==> src/rtl/serial_sub_ctrl.sv <==
// Bit-serial subtractor: latches two WIDTH-bit operands and streams them LSB-first
// through a single-bit subtract cell, returning diff = a - b - borrow_in and a final borrow.

// Half subtractor: d = x - y, borrow when x < y.
module serial_sub_half (
    input  logic x,
    input  logic y,
    output logic d_c,
    output logic b_c
);
    assign d_c = x ^ y;
    assign b_c = ~x & y;
endmodule

// Full single-bit subtract cell built from two half subtractors.
module serial_sub_cell (
    input  logic a,
    input  logic b,
    input  logic bin,
    output logic d_c,
    output logic bout_c
);
    logic d1;
    logic b1;
    logic b2;

    serial_sub_half u_hs0 (
        .x   (a),
        .y   (b),
        .d_c (d1),
        .b_c (b1)
    );

    serial_sub_half u_hs1 (
        .x   (d1),
        .y   (bin),
        .d_c (d_c),
        .b_c (b2)
    );

    assign bout_c = b1 | b2;
endmodule

module serial_sub_ctrl #(
    parameter int unsigned WIDTH = 8
) (
    input  logic             clk,
    input  logic             rst_n,
    input  logic             start,
    input  logic             borrow_in,
    input  logic [WIDTH-1:0] a,
    input  logic [WIDTH-1:0] b,
    output logic             busy,
    output logic             done,
    output logic [WIDTH-1:0] diff,
    output logic             borrow_out
);
    localparam int unsigned CNT_W = $clog2(WIDTH);

    localparam logic [1:0] S_IDLE  = 2'd0;
    localparam logic [1:0] S_SHIFT = 2'd1;
    localparam logic [1:0] S_DONE  = 2'd2;

    logic [1:0]       state;
    logic [1:0]       state_next;
    logic             load_c;
    logic             shift_c;
    logic             last_c;

    logic [WIDTH-1:0] a_sr;
    logic [WIDTH-1:0] b_sr;
    logic [WIDTH-1:0] res_sr;
    logic             br;
    logic [CNT_W-1:0] cnt;

    logic             cell_d_c;
    logic             cell_b_c;

    serial_sub_cell u_cell (
        .a      (a_sr[0]),
        .b      (b_sr[0]),
        .bin    (br),
        .d_c    (cell_d_c),
        .bout_c (cell_b_c)
    );

    // State register
    always_ff @(posedge clk or negedge rst_n) begin
        if (!rst_n) begin
            state <= S_IDLE;
        end else begin
            state <= state_next;
        end
    end

    // Next-state and datapath strobes
    always_comb begin
        state_next = state;
        load_c     = 1'b0;
        shift_c    = 1'b0;
        last_c     = 1'b0;
        case (state)
            S_IDLE: begin
                if (start) begin
                    load_c     = 1'b1;
                    state_next = S_SHIFT;
                end
            end
            S_SHIFT: begin
                shift_c = 1'b1;
                if (cnt == CNT_W'(WIDTH - 1)) begin
                    last_c     = 1'b1;
                    state_next = S_DONE;
                end
            end
            S_DONE: begin
                // Back-to-back: a start in DONE reloads without passing through IDLE.
                if (start) begin
                    load_c     = 1'b1;
                    state_next = S_SHIFT;
                end else begin
                    state_next = S_IDLE;
                end
            end
            default: begin
                state_next = S_IDLE;
            end
        endcase
    end

    // Operand shift registers, borrow flop and bit counter
    always_ff @(posedge clk or negedge rst_n) begin
        if (!rst_n) begin
            a_sr   <= '0;
            b_sr   <= '0;
            res_sr <= '0;
            br     <= 1'b0;
            cnt    <= '0;
        end else if (load_c) begin
            a_sr <= a;
            b_sr <= b;
            br   <= borrow_in;
            cnt  <= '0;
        end else if (shift_c) begin
            a_sr   <= a_sr >> 1;
            b_sr   <= b_sr >> 1;
            res_sr <= {cell_d_c, res_sr[WIDTH-1:1]};
            br     <= cell_b_c;
            if (!last_c) begin
                cnt <= cnt + CNT_W'(1);
            end
        end
    end

    // Result registers update only on the final shift edge
    always_ff @(posedge clk or negedge rst_n) begin
        if (!rst_n) begin
            diff       <= '0;
            borrow_out <= 1'b0;
        end else if (last_c) begin
            diff       <= {cell_d_c, res_sr[WIDTH-1:1]};
            borrow_out <= cell_b_c;
        end
    end

    // Status flags registered from the next state so they align with the state register
    always_ff @(posedge clk or negedge rst_n) begin
        if (!rst_n) begin
            busy <= 1'b0;
            done <= 1'b0;
        end else begin
            busy <= (state_next == S_SHIFT);
            done <= (state_next == S_DONE);
        end
    end
endmodule

==> config.mk <==
export PLATFORM = sky130hd
export DESIGN_NAME = serial_sub_ctrl
export DESIGN_NICKNAME = d
export VERILOG_FILES = /design/src/rtl/serial_sub_ctrl.sv
export SDC_FILE = /design/constraint.sdc
export NUM_CORES = 1
export LEC_CHECK = 0
export BUFFER_PORTS_ARGS = -buffer_cell sky130_fd_sc_hd__buf_4
export CAP_MARGIN = 20
export CELL_PAD_IN_SITES_DETAIL_PLACEMENT = 2
export CELL_PAD_IN_SITES_GLOBAL_PLACEMENT = 2
export CORE_MARGIN = 4
export CORE_UTILIZATION = 44
export CTS_BUF_LIST = sky130_fd_sc_hd__clkbuf_4
export CTS_CLUSTER_SIZE = 24
export DETAILED_ROUTE_END_ITERATION = 8
export GPL_ROUTABILITY_DRIVEN = 0
export GPL_TIMING_DRIVEN = 0
export PLACE_DENSITY = 0.85
export SYNTH_ARGS = -nofsm -noshare
export SYNTH_HDL_FRONTEND = slang
export SYNTH_SLANG_ARGS = --single-unit
==> constraint.sdc <==
create_clock -name clk -period 3 [get_ports clk]
set_input_delay 0.6 -clock clk [delete_from_list [all_inputs] [get_ports clk]]
set_output_delay 0.6 -clock clk [all_outputs]
set_load 0.02 [all_outputs]
==> Yosys cells after proc, flatten, opt, wreduce, memory -nomap -nowiden <==
Cells that the tools add are included.
{ "word_totals": {"ff_bits": 41, "in_bits": 20, "out_inout_bits": 11, "wordCells": 48} }
{ "classes": {"add_sub_neg": 1, "eq_ne": 6, "n_mux": 18, "bitwise_logic": 8, "reduce_logical": 5} }
{ "ops": {"columns": ["operator", "n"], "rows": [
  ["8-bit 2-to-1 mux", 4],
  ["3-bit 2-to-1 mux", 3],
  ["1-bit 2-to-1 mux", 8],
  ["2-bit one-hot mux with 3 select lines", 1],
  ["2-bit by 1-bit == test with 1-bit output (second input constant)", 2],
  ["2-bit == test (second input constant)", 2],
  ["2-bit 2-to-1 mux", 2],
  ["2-bit AND reduction", 2],
  ["3-bit by 1-bit adder with 3-bit output (second input constant)", 1],
  ["3-bit == test (second input constant)", 1],
  ["1-bit NOT", 3],
  ["1-bit AND", 2],
  ["2-bit zero test", 1],
  ["2-bit inequality test (second input constant)", 1],
  ["2-bit nonzero test", 1],
  ["2-bit OR reduction", 1],
  ["1-bit bitwise XOR", 2],
  ["1-bit bitwise OR", 1]
]} }

==> Depth between registers and ports, before layout <==
{ "logic_depth": {"word_depth": 6, "ltp_mapped": 5, "depth_no_buf": 4} }

==> Modules after synthesis <==
Synthesis repeated with hierarchy kept, for this count alone.
{ "hier_totals": {"hier_cells": 142, "hier_area_um2": 2040.7} }
{ "by_module_without_submodules": {"columns": ["mod", "n_inst", "cells_per_inst", "area_each_um2", "seq_area_each_um2"], "rows": [
  ["serial_sub_ctrl", 1, 135, 1994.4, 1001.0],
  ["serial_sub_half", 2, 3, 20.0, 0.0],
  ["serial_sub_cell", 1, 1, 6.3, 0.0]
]} }

==> Worst setup path after synthesis <==
Ideal clock, no wire load.
{ "synth_timing": {"kind": "register -> register", "from": "register cnt[0]", "to": "register borrow_out", "setup_ps": 125, "arrival_ps": 1369, "required_time_ps": 2875, "slack_ps": 1506, "path_stages_with_launch": 6, "n_path_buf": 1, "period_less_slack_ps": 1494, "path_cell_list": "dfrtp_1 ha_1 ha_1 nand3b_1 buf_6 mux2_4"} }
{ "synth_between": {"elab_chain_cells": 3} }
{ "synth_lines": {"columns": ["element", "line_no", "text"], "rows": [
  ["from (decl)", "74", "logic [CNT_W-1:0] cnt;"],
  ["from (signal assigned)", "150", "cnt <= cnt + CNT_W'(1);"],
  ["3-bit == test", "111", "if (cnt == CNT_W'(WIDTH - 1)) begin"],
  ["1-bit 2-to-1 mux", "111", null],
  ["1-bit 2-to-1 mux", "102", "case (state)"],
  ["to (signal assigned)", "162", "borrow_out <= cell_b_c;"],
  ["to (decl)", "56", "output logic borrow_out"]
]} }
No other way between the ends.
A chain may end at the register's enable or synchronous reset.

==> Worst setup path in the final report <==
Ends and elaborated chain as after synthesis.

==> results.ini <==
[die]
core_mm2=0.00435
dieArea_mm2=0.00560
design.portCount=31
fp.dieH_um=74.8
die_x_um=74.8
start_util_pct=45.1
rows=24

[synth]
yosys.area.top_type=dfrtp_1
ys_async_sr_fraction_pct=100
ys_types=24
syn_area_mm2=0.00197
yosys_warnings=0
synth_top_area_share_pct=50.9
synth_top_cells_by_area=dfrtp_1 51%, mux2i_1 25%, mux2_4 5.3%
ys.flop_type=dfrtp_1
synth_common_cells=49 x mux2i_1, 40 x dfrtp_1, 7 x mux2_4
syn_inst=139
seq_area_frac_synth_pct=50.9
syn-num-nets=162
ys_ff_latch=40
avgSynthCellArea_um2=14.1
synth_edf_count=0
yosysMostFrequentCell=mux2i_1

[cts]
htreeDepth=2
cts_setup_buffers=0
cts_root_buf=clkbuf_4
clkSinkCount=40
numCtsBuffers=5
cts_tree=built
cts_max_path_buffers=2
cts.clk_slew.worst_paths_ns=0.12
cts_resized=0
worstSkewPairLatency_ns=0.35
hold_buffers=0

[final_layout]
drive_gt1_share_pct=32.2
n_fill_cell=412
area_delta_synth_final_pct=17.4
layout.nets=199
diodes=0

[critical_path]
crit_family=adder cells
critPathSlowestCell=dfrtp_1
cp.depth=5
endpoint_kind=flop
r2r-end=borrow_out$_DFFE_PN0N_
max_stage_delay_ns=0.43
setup.worst_path.class=reg2reg
crit_arrival_ns=1.90
critPathBufInv=1
crit_top_cell=ha_1
path_cells=ha_1 -> ha_1 -> nand3b_1 -> buf_6 -> mux2_4
setup.worst_path.start_class=flop
reg2regPathDepth=5
rrSetupSlack_ns=1.34
timing.rr.start=cnt[0]$_DFFE_PN0P_
crit_path_max_fanout=10
worst_ep_required_time_ns=3.23

[route]
num_vias=1238
routedWlPerCell_um=19.6
drt_first_pass_iters=3
drc=0
drtIter0Drc=36
final_antenna_net_count=0
viasPerCell=5.41
routed_wl_um=4490

[power]
powerDensity_mw_per_mm2=916
ir_drop_mv=0.496
leakagePower_nw=1.20
p_total_w=0.00211

[timing]
setup_viol=0
drv_slew=0
worstMarginPinSlew_ns=0.505
finalCritPeriodShare_pct=55.4
finalHoldViolCount=0
relSlewSlack_pct=66.3
finClkSkew_ns=0.0130
fin_tns_setup_ns=0
fmax_ghz=0.602
rsz0062_at_grt=no
post-route-min-period_ns=1.66

[global_route]
antenna_found_initial=0
grt_pass1_vias=1420
grt-ovfl-total=0
grt_max_degree=41
grt_usage_pct=17.7
grt_pass1_wl_um=7240

[hold_path]
hp-class=in2async

[place]
port-buffer-count=30
dpl.hpwl_um=3330

[status]
status=completed

[run]
cap_viol_max_count=0

layout by cell type (no fill, tap or decap):
| cell type | Yosys | final |
|---|---|---|
| nand3_1 | 2 | 2 |
| inv_1 | 5 | 5 |
| or3b_2 | 1 | 1 |
| nand2b_1 | 1 | 1 |
| ha_1 | 2 | 2 |
| nand3b_1 | 1 | 1 |
| or4b_1 | 1 | 1 |
| mux2_1 | 6 | 6 |
| buf_8 | 1 | 1 |
| buf_6 | 3 | 3 |
| a311o_1 | 2 | 2 |
| dfrtp_1 | 40 | 40 |
| clkbuf_4 | 0 | 5 |
| fa_1 | 1 | 1 |
| clkinv_2 | 0 | 2 |
| buf_2 | 2 | 2 |
| buf_4 | 3 | 33 |
| nor2_1 | 1 | 1 |
| o211a_1 | 2 | 2 |
| mux2_2 | 3 | 3 |
| o211ai_1 | 1 | 1 |
| clkinv_1 | 0 | 1 |
| mux2i_1 | 49 | 49 |
| nand2_1 | 1 | 1 |
| mux2_4 | 7 | 7 |
| nor3b_1 | 2 | 2 |
| o21ai_0 | 2 | 2 |
stage by stage:
step / hold WS, ns / area (µm²) / cells / util (%) / worst slack [ns]
6_report: 0.207 / 2310 / 229 / 53.0 / 1.34
5_1_grt: 0.223 / 2310 / 229 / 53.0 / 1.28
4_1_cts: 0.208 / 2310 / 229 / 53.0 / 1.32
3_5_place_dp: 0.496 / 2260 / 221 / 51.8 / 1.36
3_3_place_gp: 0.476 / 2260 / 221 / 51.8 / 1.41
2_1_floorplan: 0.304 / 1970 / 139 / - / 1.51
cell families after synthesis:
family | synth area share (%)
and+or+nand+nor | 3.31
DFF | 50.9
buffers and inverters | 5.09
adders and majority gates | 2.29
AOI/OAI and AO/OA | 2.93
muxes | 35.5
worst register-to-register path: cells and delay by family, from the launching register on:
family	cells	cell delay (ns)
adders and majority gates	2	0.45
buffers and inverters	1	0.19
DFF	1	0.43
muxes	1	0.32
and+or+nand+nor	1	0.15
where the power goes:
| group | internal, W | switching, W | total [W] |
|---|---|---|---|
| registers | 0.000765 | 0.000176 | 0.000941 |
| clock network | 0.0000862 | 0.000176 | 0.000262 |
| logic | 0.000487 | 0.000422 | 0.000909 |
| total | 0.00134 | 0.000774 | 0.00211 |
state kept, by name, indices dropped and copies added (netlist names):
signal / cells
a_sr: 8
b_sr: 8
diff: 8
res_sr: 7
cnt: 3
state: 2
borrow_out: 1
br: 1
busy: 1
done: 1
layout make-up:
class / count / area, µm² / area share, %
Clock buffer: 5 / 37.5 / 1.63
Inverter: 5 / 18.8 / 0.813
Timing Repair Buffer: 30 / 225 / 9.76
Buffer: 9 / 81.3 / 3.52
Tap cell: 52 / 65.1 / 2.82
Clock inverter: 3 / 13.8 / 0.597
Multi-Input combinational cell: 85 / 865 / 37.5
Sequential cell: 40 / 1000 / 43.4
per-layer routing:
layer	up-vias	GRT usage, %	part of all wire [%]
met1	642	20.9	41
met3	4	4.81	3.0
met2	18	31.5	55
met5	-	0	0
met4	0	4.74	1.1
li1	574	-	-
worst max-delay path by stage:
stage	startpoint	end
after floorplan	cnt[0]$_DFFE_PN0P_	borrow_out$_DFFE_PN0N_
after global placement	cnt[0]$_DFFE_PN0P_	diff[5]$_DFFE_PN0N_
after detailed placement	cnt[0]$_DFFE_PN0P_	borrow_out$_DFFE_PN0N_
after CTS	cnt[0]$_DFFE_PN0P_	borrow_out$_DFFE_PN0N_
after global routing	cnt[0]$_DFFE_PN0P_	borrow_out$_DFFE_PN0N_
final	cnt[0]$_DFFE_PN0P_	borrow_out$_DFFE_PN0N_
(Power assumes the default switching activity.)
